--- config.mk ---
export PLATFORM = sky130hd
export DESIGN_NAME = booth_r4_seq_ctrl
export DESIGN_NICKNAME = d
export VERILOG_FILES = /design/src/rtl/booth_pkg.sv /design/src/rtl/booth_r4_step.sv /design/src/rtl/booth_r4_seq_ctrl.sv
export SDC_FILE = /design/constraint.sdc
export NUM_CORES = 1
export LEC_CHECK = 0
export BUFFER_PORTS_ARGS = -buffer_cell sky130_fd_sc_hd__buf_2
export CAP_MARGIN = 40
export CORE_ASPECT_RATIO = 0.6
export CORE_MARGIN = 1
export CORE_UTILIZATION = 25
export CTS_CLUSTER_DIAMETER = 50
export DETAILED_ROUTE_END_ITERATION = 12
export SLEW_MARGIN = 20
export SYNTH_ARGS = -nofsm -noshare
export SYNTH_HDL_FRONTEND = slang
export SYNTH_HIERARCHICAL = 1
export SYNTH_SLANG_ARGS = --single-unit
--- constraint.sdc ---
create_clock -name clk -period 4.4 [get_ports clk]
set_input_delay 0.88 -clock clk [delete_from_list [all_inputs] [get_ports clk]]
set_output_delay 0.88 -clock clk [all_outputs]
set_load 0.03 [all_outputs]
--- src/rtl/booth_pkg.sv ---
// booth_pkg: shared state/digit types and the radix-4 Booth window decoder.
package booth_pkg;

    typedef enum logic [1:0] {IDLE, RUN, DONE} state_e;

    typedef enum logic [2:0] {ZERO, P1, P2, N1, N2} digit_e;

    function automatic digit_e booth_decode(input logic [2:0] w);
        case (w)
            3'b001, 3'b010: return P1;
            3'b011:         return P2;
            3'b100:         return N2;
            3'b101, 3'b110: return N1;
            default:        return ZERO;
        endcase
    endfunction

endpackage

--- src/rtl/booth_r4_step.sv ---
// booth_r4_step: one combinational radix-4 Booth step (add digit*M, then arithmetic shift right by 2).
module booth_r4_step
    import booth_pkg::*;
#(
    parameter int WIDTH = 8
) (
    input  logic [WIDTH-1:0] m_i,
    input  logic [WIDTH+1:0] a_i,
    input  logic [WIDTH-1:0] q_i,
    input  logic             qm1_i,
    output logic [WIDTH+1:0] a_o,
    output logic [WIDTH-1:0] q_o,
    output logic             qm1_o
);

    logic [WIDTH+1:0]        m_ext, m_x2, addend, sum;
    logic signed [2*WIDTH+2:0] cat, sh;
    digit_e                  digit;

    // Two guard bits keep A exact even for +/-2M of the most negative operand.
    assign m_ext  = {{2{m_i[WIDTH-1]}}, m_i};
    assign m_x2   = m_ext << 1;
    assign digit  = booth_decode({q_i[1:0], qm1_i});
    assign addend = digit == P1 ? m_ext :
                    digit == P2 ? m_x2 :
                    digit == N1 ? -m_ext :
                    digit == N2 ? -m_x2 : '0;
    assign sum    = a_i + addend;
    assign cat    = {sum, q_i, qm1_i};
    assign sh     = cat >>> 2;
    assign a_o    = sh[2*WIDTH+2:WIDTH+1];
    assign q_o    = sh[WIDTH:1];
    assign qm1_o  = sh[0];

endmodule

--- src/rtl/booth_r4_seq_ctrl.sv ---
// booth_r4_seq_ctrl: iterative radix-4 Booth multiplier, one shared step per cycle,
// with valid/ready handshakes on operands and product plus a synchronous abort.
module booth_r4_seq_ctrl
    import booth_pkg::*;
#(
    parameter int WIDTH = 8
) (
    input  logic                 clk,
    input  logic                 rst_n,
    input  logic                 in_valid_i,
    output logic                 in_ready_o,
    input  logic [WIDTH-1:0]     m_i,
    input  logic [WIDTH-1:0]     q_i,
    input  logic                 abort_i,
    output logic                 out_valid_o,
    input  logic                 out_ready_i,
    output logic [2*WIDTH-1:0]   product_o,
    output logic                 busy_o
);

    localparam int            CW   = $clog2(WIDTH / 2) + 1;
    localparam logic [CW-1:0] LAST = CW'(WIDTH / 2 - 1);

    if ((WIDTH % 2) != 0 || WIDTH < 4) begin : g_bad_width
        $error("booth_r4_seq_ctrl: WIDTH must be even and >= 4");
    end

    state_e             state_q, state_d;
    logic [WIDTH-1:0]   m_q, qr_q, qr_d;
    logic [WIDTH+1:0]   a_q, a_d;
    logic               qm1_q, qm1_d;
    logic [CW-1:0]      cnt_q;
    logic [2*WIDTH-1:0] prod_q;
    logic               accept, step, last;

    booth_r4_step #(.WIDTH(WIDTH)) u_step (
        .m_i   (m_q),
        .a_i   (a_q),
        .q_i   (qr_q),
        .qm1_i (qm1_q),
        .a_o   (a_d),
        .q_o   (qr_d),
        .qm1_o (qm1_d)
    );

    assign accept = state_q == IDLE && in_valid_i && !abort_i;
    assign step   = state_q == RUN && !abort_i;
    assign last   = cnt_q == LAST;

    always_comb begin
        state_d = state_q;
        case (state_q)
            IDLE:    state_d = accept ? RUN : IDLE;
            RUN:     state_d = abort_i ? IDLE : (last ? DONE : RUN);
            DONE:    state_d = (out_ready_i || abort_i) ? IDLE : DONE;
            default: state_d = IDLE;
        endcase
    end

    assign in_ready_o  = state_q == IDLE;
    assign out_valid_o = state_q == DONE;
    assign busy_o      = state_q != IDLE;
    assign product_o   = prod_q;

    // The product register only updates on the final step, so an abort leaves it untouched.
    always_ff @(posedge clk or negedge rst_n) begin
        if (!rst_n) begin
            state_q <= IDLE;
            m_q     <= '0;
            a_q     <= '0;
            qr_q    <= '0;
            qm1_q   <= 1'b0;
            cnt_q   <= '0;
            prod_q  <= '0;
        end else begin
            state_q <= state_d;
            if (accept) begin
                m_q   <= m_i;
                a_q   <= '0;
                qr_q  <= q_i;
                qm1_q <= 1'b0;
                cnt_q <= '0;
            end else if (step) begin
                a_q   <= a_d;
                qr_q  <= qr_d;
                qm1_q <= qm1_d;
                cnt_q <= cnt_q + CW'(1);
                if (last) prod_q <= {a_d[WIDTH-1:0], qr_d};
            end
        end
    end

endmodule

After elaboration in Yosys (flattened, before gate mapping)
Index checks and enable logic that the tools add are counted.
{"block": "op_classes", "n_addsub": 4, "eq_ne": 13, "n_mux": 18, "n_bitwise": 1, "n_reduce_logical": 11}
{"operator": "10-bit 2-to-1 mux", "n": 6}
{"operator": "10-bit negation", "n": 2}
{"operator": "8-bit 2-to-1 mux", "n": 2}
{"operator": "3-bit by 2-bit == test with 1-bit output, second input constant", "n": 5}
{"operator": "3-bit == test, second input constant", "n": 4}
{"operator": "3-bit case mux with 4 select lines", "n": 1}
{"operator": "10-bit adder", "n": 1}
{"operator": "3-bit by 1-bit == test with 1-bit output, second input constant", "n": 2}
{"operator": "2-bit 2-to-1 mux", "n": 3}
{"operator": "3-bit 2-to-1 mux", "n": 2}
{"operator": "2-bit case mux with 3 select lines", "n": 1}
{"operator": "2-bit nonzero test", "n": 2}
{"operator": "2-bit OR reduction", "n": 2}
{"operator": "3-bit by 1-bit adder with 3-bit output, second input constant", "n": 1}
{"operator": "1-bit logical AND", "n": 3}
{"operator": "1-bit 2-to-1 mux", "n": 3}
{"operator": "3-bit AND reduction", "n": 1}
{"operator": "2-bit by 1-bit == test with 1-bit output, second input constant", "n": 1}
{"operator": "2-bit == test, second input constant", "n": 1}
{"operator": "2-bit zero test", "n": 1}
{"operator": "1-bit zero test", "n": 1}
{"operator": "1-bit logical OR", "n": 1}
{"operator": "1-bit inverter", "n": 1}
{"block": "word_totals", "reg_bits": 48, "in_bits": 21, "out_inout_bits": 19, "elab_cells": 54}

Longest topological paths before layout
Gate-level depths: netlist (run 1).
{"block": "logic_depth", "ltp_word": 11, "depth_mapped": 16, "depth_no_buf": 15}

By module
The synthesis (run 1) kept the hierarchy.
{"mod": "booth_r4_seq_ctrl", "instances": 1, "cells_per_inst": 174, "area_per_inst_um2": 1956.9, "seq_area_each_um2": 1201.2}
{"mod": "booth_r4_step", "instances": 1, "cells_per_inst": 154, "area_per_inst_um2": 1018.5, "seq_area_each_um2": 0.0}

Least setup slack after synthesis (run 1)
Ideal clock, no wire load.
{"block": "synth_path", "path_kind": "reg-to-reg", "startpoint": "register m_q[1]", "endpoint": "register a_q[8]", "setup_time_ps": 78, "arrival_time_ps": 3337, "required_time_ps": 4322, "path_slack_ps": 985, "stages_incl_launch_ff": 17, "path_buffers": 1, "synth_period_minus_slack_ps": 3415, "cell_sequence": "dfrtp_1 inv_1 ha_1 or3b_2 xor2_1 a21oi_1 a2bb2oi_1 a21oi_1 ha_1 o21a_1 o31a_1 o21a_1 a311o_1 xnor2_1 buf_4 nand2_1 a21oi_1"}
{"block": "synth_between", "elab_chain_len": 8, "word_cells_on_any_way": 9, "classes_between": "add/sub: 3; mux: 6"}
{"item": "from (decl)", "line_no": "booth_r4_seq_ctrl.sv:29", "text": "logic [WIDTH-1:0] m_q, qr_q, qr_d;"}
{"item": "from (signal assigned)", "line_no": "booth_r4_seq_ctrl.sv:78", "text": "m_q <= m_i;"}
{"item": "10-bit negation", "line_no": "booth_r4_step.sv:27", "text": "digit == N2 ? -m_x2 : '0;"}
{"item": "10-bit 2-to-1 mux", "line_no": "booth_r4_step.sv:27"}
{"item": "10-bit 2-to-1 mux", "line_no": "booth_r4_step.sv:26", "text": "digit == N1 ? -m_ext :"}
{"item": "10-bit 2-to-1 mux", "line_no": "booth_r4_step.sv:25", "text": "digit == P2 ? m_x2 :"}
{"item": "10-bit 2-to-1 mux *", "line_no": "booth_r4_step.sv:24", "text": "assign addend = digit == P1 ? m_ext :"}
{"item": "10-bit adder *", "line_no": "booth_r4_step.sv:28", "text": "assign sum = a_i + addend;"}
{"item": "via a_d[7]", "line_no": "booth_r4_seq_ctrl.sv:30", "text": "logic [WIDTH+1:0] a_q, a_d;"}
{"item": "10-bit 2-to-1 mux *", "line_no": "booth_r4_seq_ctrl.sv:83", "text": "end else if (step) begin"}
{"item": "10-bit 2-to-1 mux *", "line_no": "booth_r4_seq_ctrl.sv:77", "text": "if (accept) begin"}
{"item": "to (signal assigned)", "line_no": "booth_r4_seq_ctrl.sv:70", "text": "a_q <= '0;"}
{"item": "to (signal assigned)", "line_no": "booth_r4_seq_ctrl.sv:79", "text": "a_q <= '0;"}
{"item": "to (signal assigned)", "line_no": "booth_r4_seq_ctrl.sv:84", "text": "a_q <= a_d;"}
{"item": "to (decl)", "line_no": "booth_r4_seq_ctrl.sv:30"}
The timed path passes the listed nets; every way through them passes the cells marked *. The select of a mux whose other input is x is not followed.
A chain may end at the register's enable or synchronous reset.

Final worst setup path (run 1)
{"block": "layout_path", "startpoint": "register m_q[0]", "endpoint": "register a_q[9]"}
Same word-level chain as after synthesis.

==> metrics.cfg, run 1 <==
[yosys]
async_flop_share_pct=100
ys_ff_latch=48
synth_cell_type_count=52
synth_flop_cell=dfrtp_1
synth_area_um2=2980
syn_avg_cell_area_um2=9.07
syn_inst=328
yosysTopAreaCellShare_pct=40.4
synth.largest_area_cell=dfrtp_1
synthTopCellsByCount=nand2_1, dfrtp_1, nor2_1, a21oi_1, o21ai_0
seq_area_frac_synth_pct=40.4
syn_nets=362
yosysMostFrequentCell=nand2_1
yosysWarningCount=6
synthTopCellsByArea=dfrtp_1, nand2_1, a21oi_1
synth_edf_count=0

[setup_path]
worst_setup_path_end_kind=flop
critPathLaunchType=flop
cp_common_cell=a21oi_1
cp_slowest_stage_delay_ns=0.53
path_cells=inv_1 > ha_1 > or3b_2 > xor2_1 > a21oi_1 > a2bb2oi_1 > a21oi_1 > ha_1 > o21a_1 > o31a_1 > o21a_1 > a311o_1 > xnor2_1 > nand2_1 > a21oi_1
cp_max_fo=6
crit_arrival_ns=4.07
critical_path_buf_inv_count=1
critical_path.slowest_cell=or3b_2
crit_required_ns=4.63
critical_path_class=flop to flop
critical-path-top-delay-family=compound AO/OA/AOI/OAI gates

[sta]
period_needed_ns=3.84
hold_viol_final=0
period_share_pct=87.2
clock.fmax_mhz=261
tightest_slew_ns=0.746
finalSetupTns_ns=0
rsz0062_at_grt=no
clock_skew_ns=0.00419
setup_violations=0
timing.slew.headroom_pct=50.3
slew_viol_final=0

[floorplanning]
start_util_pct=26.0
die_h_um=86.5
core_area_um2=11400
pin_count=40
die_area_um2=12400
die_w_um=143
rows=30

[clocking]
clkLatencyLatePin_ns=0.30
holdBufCountCts=0
postCtsSetupBuffers=0
tritoncts=done
root_buffer=clkbuf_16
clkSinkCount=48
htreeDepth=2
cts.clk_slew.worst_paths_ns=0.06
cts_buffer_depth=2
cts_resized=0
numCtsBuffers=5

[grt]
grt_max_degree=49
grtUsageTotal_pct=13.0
grt_pass1_vias=2309
overflow=0
antenna_found_initial=0
grt_pass1_wl_um=12200

[layout]
nFillCells=1230
final_area_um2=3400
layout-drive-gt1-share_pct=18.7
n_antenna_cell=0
final_nets=386
area_delta_synth_final_pct=14.4

[run_status]
status=finished clean

[routing]
ant_nets=0
route.detailed.drc=0
wl_um=7360
drt_iter0_drc=194
dr_total_vias=2417
routed_via_density=4.71
wl_per_cell_um=14.3
dr.pass1.iters=5

[power_and_ir_drop]
intPower_mw=1.37
leakage_nw=1.64
vdd_drop_max_mv=0.220
sw_frac_of_total_pct=44.5
power.density_nw_per_um2=726
clkPwrFrac_pct=16.1
netSwitchingPower_mw=1.10
seq_power_share_pct=31.5
comb_power_share_pct=52.3

[placement]
placed_area_um2=3240
place_hpwl_um=5390
routabilityCongestion=0.829
portBuffers=39

[worst_hold_path]
hp-class=flop to flop

[run]
cap_viol_max_count=0

## power by group through the flow
stage | logic (mW) | registers, mW | clock network [mW]
finish | 1.29 | 0.779 | 0.399
global route | 1.44 | 0.810 | 0.427
CTS | 1.29 | 0.779 | 0.407
detailed placement | 1.29 | 0.784 | 0
global placement | 1.25 | 0.780 | 0
floorplan | 1.01 | 0.801 | 0
## through the flow
step / setup slack, ns / power, mW / hold WS (ns) / utilization (%) / instances
finish: 0.564 / 2.47 / 0.478 / 29.7 / 513
global route: 0.227 / 2.68 / 0.496 / 29.7 / 513
CTS: 0.562 / 2.48 / 0.485 / 29.6 / 512
detailed placement: 0.608 / 2.07 / 0.470 / 28.3 / 504
global placement: 0.698 / 2.03 / 0.462 / 28.3 / 504
floorplan: 0.985 / 1.81 / 0.440 / - / 328
## final timing paths
kind / to / startpoint / depth (start not counted) / slack (ns)
setup / recovery: a_q[9] / m_q[0] / 15 / 0.56
hold / removal: product_o[10] / product_o[10] / 1 / 0.48
setup reg to reg: a_q[9] / m_q[0] / 15 / 0.56
hold reg to reg: product_o[10] / product_o[10] / 1 / 0.48
max in group asynchronous: product_o[0] / rst_n / 2 / 3.30
min in group asynchronous: product_o[10] / rst_n / 2 / 0.68
## registers in the layout, indices dropped and copies added (netlist names)
| name | cells |
|---|---|
| product_o | 16 |
| a_q | 10 |
| m_q | 8 |
| qr_q | 8 |
| cnt_q | 3 |
| state_q | 2 |
| qm1_q | 1 |
## cells by family (layout without fill, tap and decap cells)
family	count (synthesis)	after routing	synth area share, %
AO/OA/AOI/OAI	83	83	17.8
buffers and inverters	35	60	6.35
multiplexers	20	20	7.49
AND/OR/NAND/NOR	118	118	19.0
flip-flops	48	48	40.4
adder cells (fa/ha/maj)	13	13	5.72
XOR/XNOR	11	11	3.24
## area by class of cell
cell class	count	area, um2	share of cell area [%]
timing repair buffer	44	240	7.06
clock buffer	8	146	4.30
multi-input combinational	245	1590	46.6
inverter	8	30.0	0.882
sequential	48	1200	35.3
tap	160	200	5.88
## layer usage
metal	wire length, um	part of all wire, %	global-route usage, %	vias up
li1	-	-	-	1180
met1	3900	53	19.4	1174
met2	2870	39	17.1	56
met3	484	6.6	4.14	7
met4	97	1.3	4.69	0
met5	0	0	0	-
## layout by cell type (no fill, tap or decap), types with 8 or more instances in the layout
cell type	count
nor2_1	33
a21oi_1	32
ha_1	12
o21ai_0	14
xnor2_1	8
nand2b_1	8
mux2_2	9
buf_2	39
mux2_1	9
inv_1	8
dfrtp_1	48
nand2_1	56
(Power assumes the default switching activity.)
==> run 2, diff against run 1 <==
clock period = 3.5 ns   (was 4.4 ns; I/O delays follow)
==> run 2 against run 1 <==
Against the previous run: routed wire length increased by 3.5%; critical path depth decreased by 2; utilization up 1.3 points; hold slack lost 0.28 ns; first-iteration DRC count is 16% lower; non-clock buffer count increased by 15; fmax up 16%; clock skew increased by 0.00066 ns; cell count increased by 2.9%; sequential share of layout area is 1.5 points lower; power rose by 32%; sequential cell count unchanged.
==> metrics.cfg, run 2 (synthesized netlist as in run 1, its figures left out) <==
[setup_path]
worst_setup_path_end_kind=flop
cp_slowest_stage_delay_ns=0.62
critical_path_buf_inv_count=0
critical_path.slowest_cell=or4_4
crit_required_ns=3.67
path_cells=or4_4 > nand2_1 > nor2_1 > o21ai_0 > o211ai_1 > ha_1 > o21ai_0 > nor2_1 > o31a_1 > o21a_1 > a311o_1 > xnor2_2 > mux2_2
critical_path_class=flop to flop
critPathLaunchType=flop
crit_arrival_ns=3.49
r2r_slack_ns=0.18
cp_max_fo=7
critical-path-top-delay-family=compound AO/OA/AOI/OAI gates

[layout]
final_util_pct=31.1
final_common_cell=nand2_1
nFillCells=1194
layout-drive-gt1-share_pct=23.9
final_cell_mix=nand2_1, dfrtp_1, buf_2, nor2_1, a21oi_1
instances_no_fill=528
largest_reg_flops=16
area_delta_synth_final_pct=19.5
final_area_um2=3560
n_antenna_cell=0
final_nets=401

[floorplanning]
die_area_um2=12400
start_util_pct=26.0
die_h_um=86.5
rows=30
core_area_um2=11400
pin_count=40
die_w_um=143

[placement]
dp_cells=519
place_hpwl_um=5660
placed_area_um2=3350
routabilityCongestion=0.870
portBuffers=39
place_ws_ns=-0.00419

[sta]
setup_violations=0
finalSetupTns_ns=0
tightest_slew_ns=0.728
rsz0062_at_grt=no
clock.fmax_mhz=301
hold_viol_final=0
timing.slew.headroom_pct=51.5
holdWs_ns=0.196
clock_skew_ns=0.00485
worst_slack_ns=0.180
slew_viol_final=0
period_needed_ns=3.32
period_share_pct=94.9

[clocking]
cts.clk_slew.worst_paths_ns=0.07
cts_buffer_depth=2
root_buffer=clkbuf_16
clkLatencyLatePin_ns=0.29
htreeDepth=2
numCtsBuffers=5
clkSinkCount=48
tritoncts=done
postCtsSetupBuffers=0

[routing]
dr.pass1.iters=4
wl_per_cell_um=14.4
route.detailed.drc=0
drt_iter0_drc=162
dr_total_vias=2535
ant_nets=0
wl_met3_um=565
met1_length_um=4090
route.met2.wl_um=2900
top_layer=met4
wl_um=7620
routed_via_density=4.80

[run]
cap_viol_max_count=0

[worst_hold_path]
hp-class=input pin to async pin

[power_and_ir_drop]
total_power_mw=3.26
power.density_nw_per_um2=918
leakage_nw=1.74
vdd_drop_max_mv=0.276

[run_status]
status=finished clean

[grt]
antenna_found_initial=0
grtUsageTotal_pct=12.9
grt_max_degree=33
grt_pass1_vias=2312
overflow=0
grt_pass1_wl_um=12300

[run 2: what timing repair did]
| item | CTS | global route |
|---|---|---|
| pin swaps | 0 | 3 |
| resized for setup | 2 | 5 |
| setup endpoints to repair | 4 | 4 |
| hold buffers | 0 | 0 |
[run 2: final cells by class]
class	instances	area (um2)	area share, %
multi-input cells	245	1610	45.4
flip-flops and latches	48	1200	33.8
repair buffers	59	358	10.1
well taps	160	200	5.63
clock buffers	6	139	3.91
inverters	8	30.0	0.844
clock inverters	2	13.8	0.387
[run 2: path summary, 6_finish.rpt]
kind                                       to  cells past startpoint     startpoint
worst max-delay path            product_o[15]                     13         m_q[2]
worst min-delay path             product_o[4]                      1          rst_n
worst max register to register  product_o[15]                     13         m_q[2]
worst min register to register  product_o[10]                      1  product_o[10]
max in group asynchronous             qr_q[0]                      3          rst_n
min in group clk                product_o[10]                      1  product_o[10]
[run 2: where the power goes]
group	total (mW)	internal (mW)	switching, mW	leakage [nW]
clock	0.502	0.286	0.216	0.0772
combinational	1.81	0.797	1.01	1.04
sequential	0.951	0.756	0.195	0.619
total	3.26	1.84	1.42	1.74
[run 2: metal layers]
layer / GRT usage, % / vias to the layer above
met1: 20.2 / 1243
met4: 3.23 / 0
met5: 0 / -
met2: 17.1 / 75
met3: 3.43 / 7
li1: - / 1210
==> run 3, diff against run 2 <==
CORE_UTILIZATION = 47   (was 25)
PLACE_DENSITY = 0.67   (was not set)
clock period = 3.8 ns   (was 3.5 ns; I/O delays follow)
==> run 3 against run 2 <==
Against the previous run: register-to-register slack worse by 0.03 ns; setup slack got worse by 0.030 ns; fmax decreased by 9.0%; die area shrank 46%.
==> metrics.cfg, run 3 (synthesized netlist as in run 1, its figures left out) <==
[run_status]
status=finished clean

[setup_path]
critPathLaunchType=flop
crit_arrival_ns=3.85
critical_path.slowest_cell=or3b_2
critical-path-top-delay-family=compound AO/OA/AOI/OAI gates
cp_slowest_stage_delay_ns=0.53
critical_path_buf_inv_count=1
cp_max_fo=6
worst_setup_path_end_kind=flop
crit_required_ns=4.00
critical_path_class=flop to flop
path_cells=inv_1 > ha_1 > or3b_2 > xor2_2 > a21oi_1 > a2bb2oi_1 > a21oi_1 > ha_1 > o21a_1 > o31a_1 > o21a_1 > a311o_1 > xnor2_2 > mux2_2

[clocking]
clkLatencyLatePin_ns=0.31
clkSinkCount=48
cts.clk_slew.worst_paths_ns=0.09
numCtsBuffers=5
cts_buffer_depth=2
holdBufCountCts=0
root_buffer=clkbuf_8
htreeDepth=2
tritoncts=done

[layout]
layout-drive-gt1-share_pct=21.7
final_util_pct=54.6
seqCellArea_um2=1200
largest_reg_flops=16
final_nets=393
n_antenna_cell=0
nFillCells=570
multiInputGateArea_um2=1600
area_delta_synth_final_pct=12.1
final_common_cell=nand2_1
final_cell_mix=nand2_1, dfrtp_1, buf_2, nor2_1, a21oi_1

[floorplanning]
rows=22
pin_count=40
start_util_pct=48.7
die_h_um=63.6
die_w_um=105
core_area_um2=6110
die_area_um2=6660

[routing]
wl_per_cell_um=15.6
wl_um=6940
drt_iter0_drc=178
dr_total_vias=2450
dr.pass1.iters=5
route.detailed.drc=0
routed_via_density=5.52
ant_nets=0

[grt]
grt_max_degree=32
grt_pass1_vias=2236
grtUsageMet1_pct=34.9
met3_usage_pct=4.14
overflow=0
antenna_found_initial=0
top_usage_layer=met1
grt_util_met2_pct=30.5
grtUsageTotal_pct=22.1
grt_pass1_wl_um=11400

[sta]
hold_viol_final=0
finalSetupTns_ns=0
clock.fmax_mhz=274
setup_violations=0
period_needed_ns=3.65
clock_skew_ns=0.00295
timing.slew.headroom_pct=52.7
tightest_slew_ns=0.709
slew_viol_final=0
period_share_pct=96.0

[power_and_ir_drop]
power.density_nw_per_um2=831
vdd_drop_max_mv=0.344
leakage_nw=1.67

[placement]
place_hpwl_um=5040
portBuffers=39
routabilityCongestion=0.834

[worst_hold_path]
hp-class=input pin to async pin

[run]
cap_viol_max_count=0

==> run 3: changes by cell type in the layout (fill, tap and decap cells not counted), sizes merged <==
cell    previous run  this run
buf               59        51
clkinv             1         2
inv                9         8
==> run 3: cell type report <==
class	instances	area share, %
tap	84	3.15
sequential	48	36.0
clock inverter	2	0.300
timing repair buffer	51	9.15
multi-input combinational	245	48.0
inverter	8	0.900
clock buffer	6	2.48
==> run 3: final timing paths <==
check                      slack [ns]  cells after the start             to          from
setup / recovery                 0.15                     14  product_o[15]        m_q[0]
hold / removal                   0.38                      1   product_o[7]         rst_n
setup reg to reg                 0.15                     14  product_o[15]        m_q[0]
hold reg to reg                  0.49                      1   product_o[4]  product_o[4]
max in group asynchronous        2.90                      2        qr_q[0]         rst_n
min in group clk                 0.49                      1   product_o[4]  product_o[4]
==> run 3: routing by layer <==
metal	up-vias	routed length (um)
met4	0	45
met1	1166	3540
met5	-	0
met2	86	2880
li1	1193	-
met3	5	481
==> run 3: where the power goes <==
part           switching (mW)  internal, mW
registers               0.192         0.695
logic                   0.891         0.675
clock network           0.173         0.145
==> run 3: through the flow <==
step                      hold slack [ns]  worst slack (ns)  instance area, um2  std cells  power (mW)
after floorplan                     0.440             0.385                2980        328        2.10
after global placement              0.462             0.312                3190        434        2.36
after detailed placement            0.471             0.103                3210        435        2.41
after CTS                           0.383            0.0810                3300        443        2.74
after global routing                0.399           -0.0247                3340        444        2.99
final                               0.379             0.151                3340        444        2.77
==> run 3: timing repair <==
item                       in CTS  in global routing
resized for setup               0                  3
buffers inserted                0                  0
setup endpoints to repair       0                  4
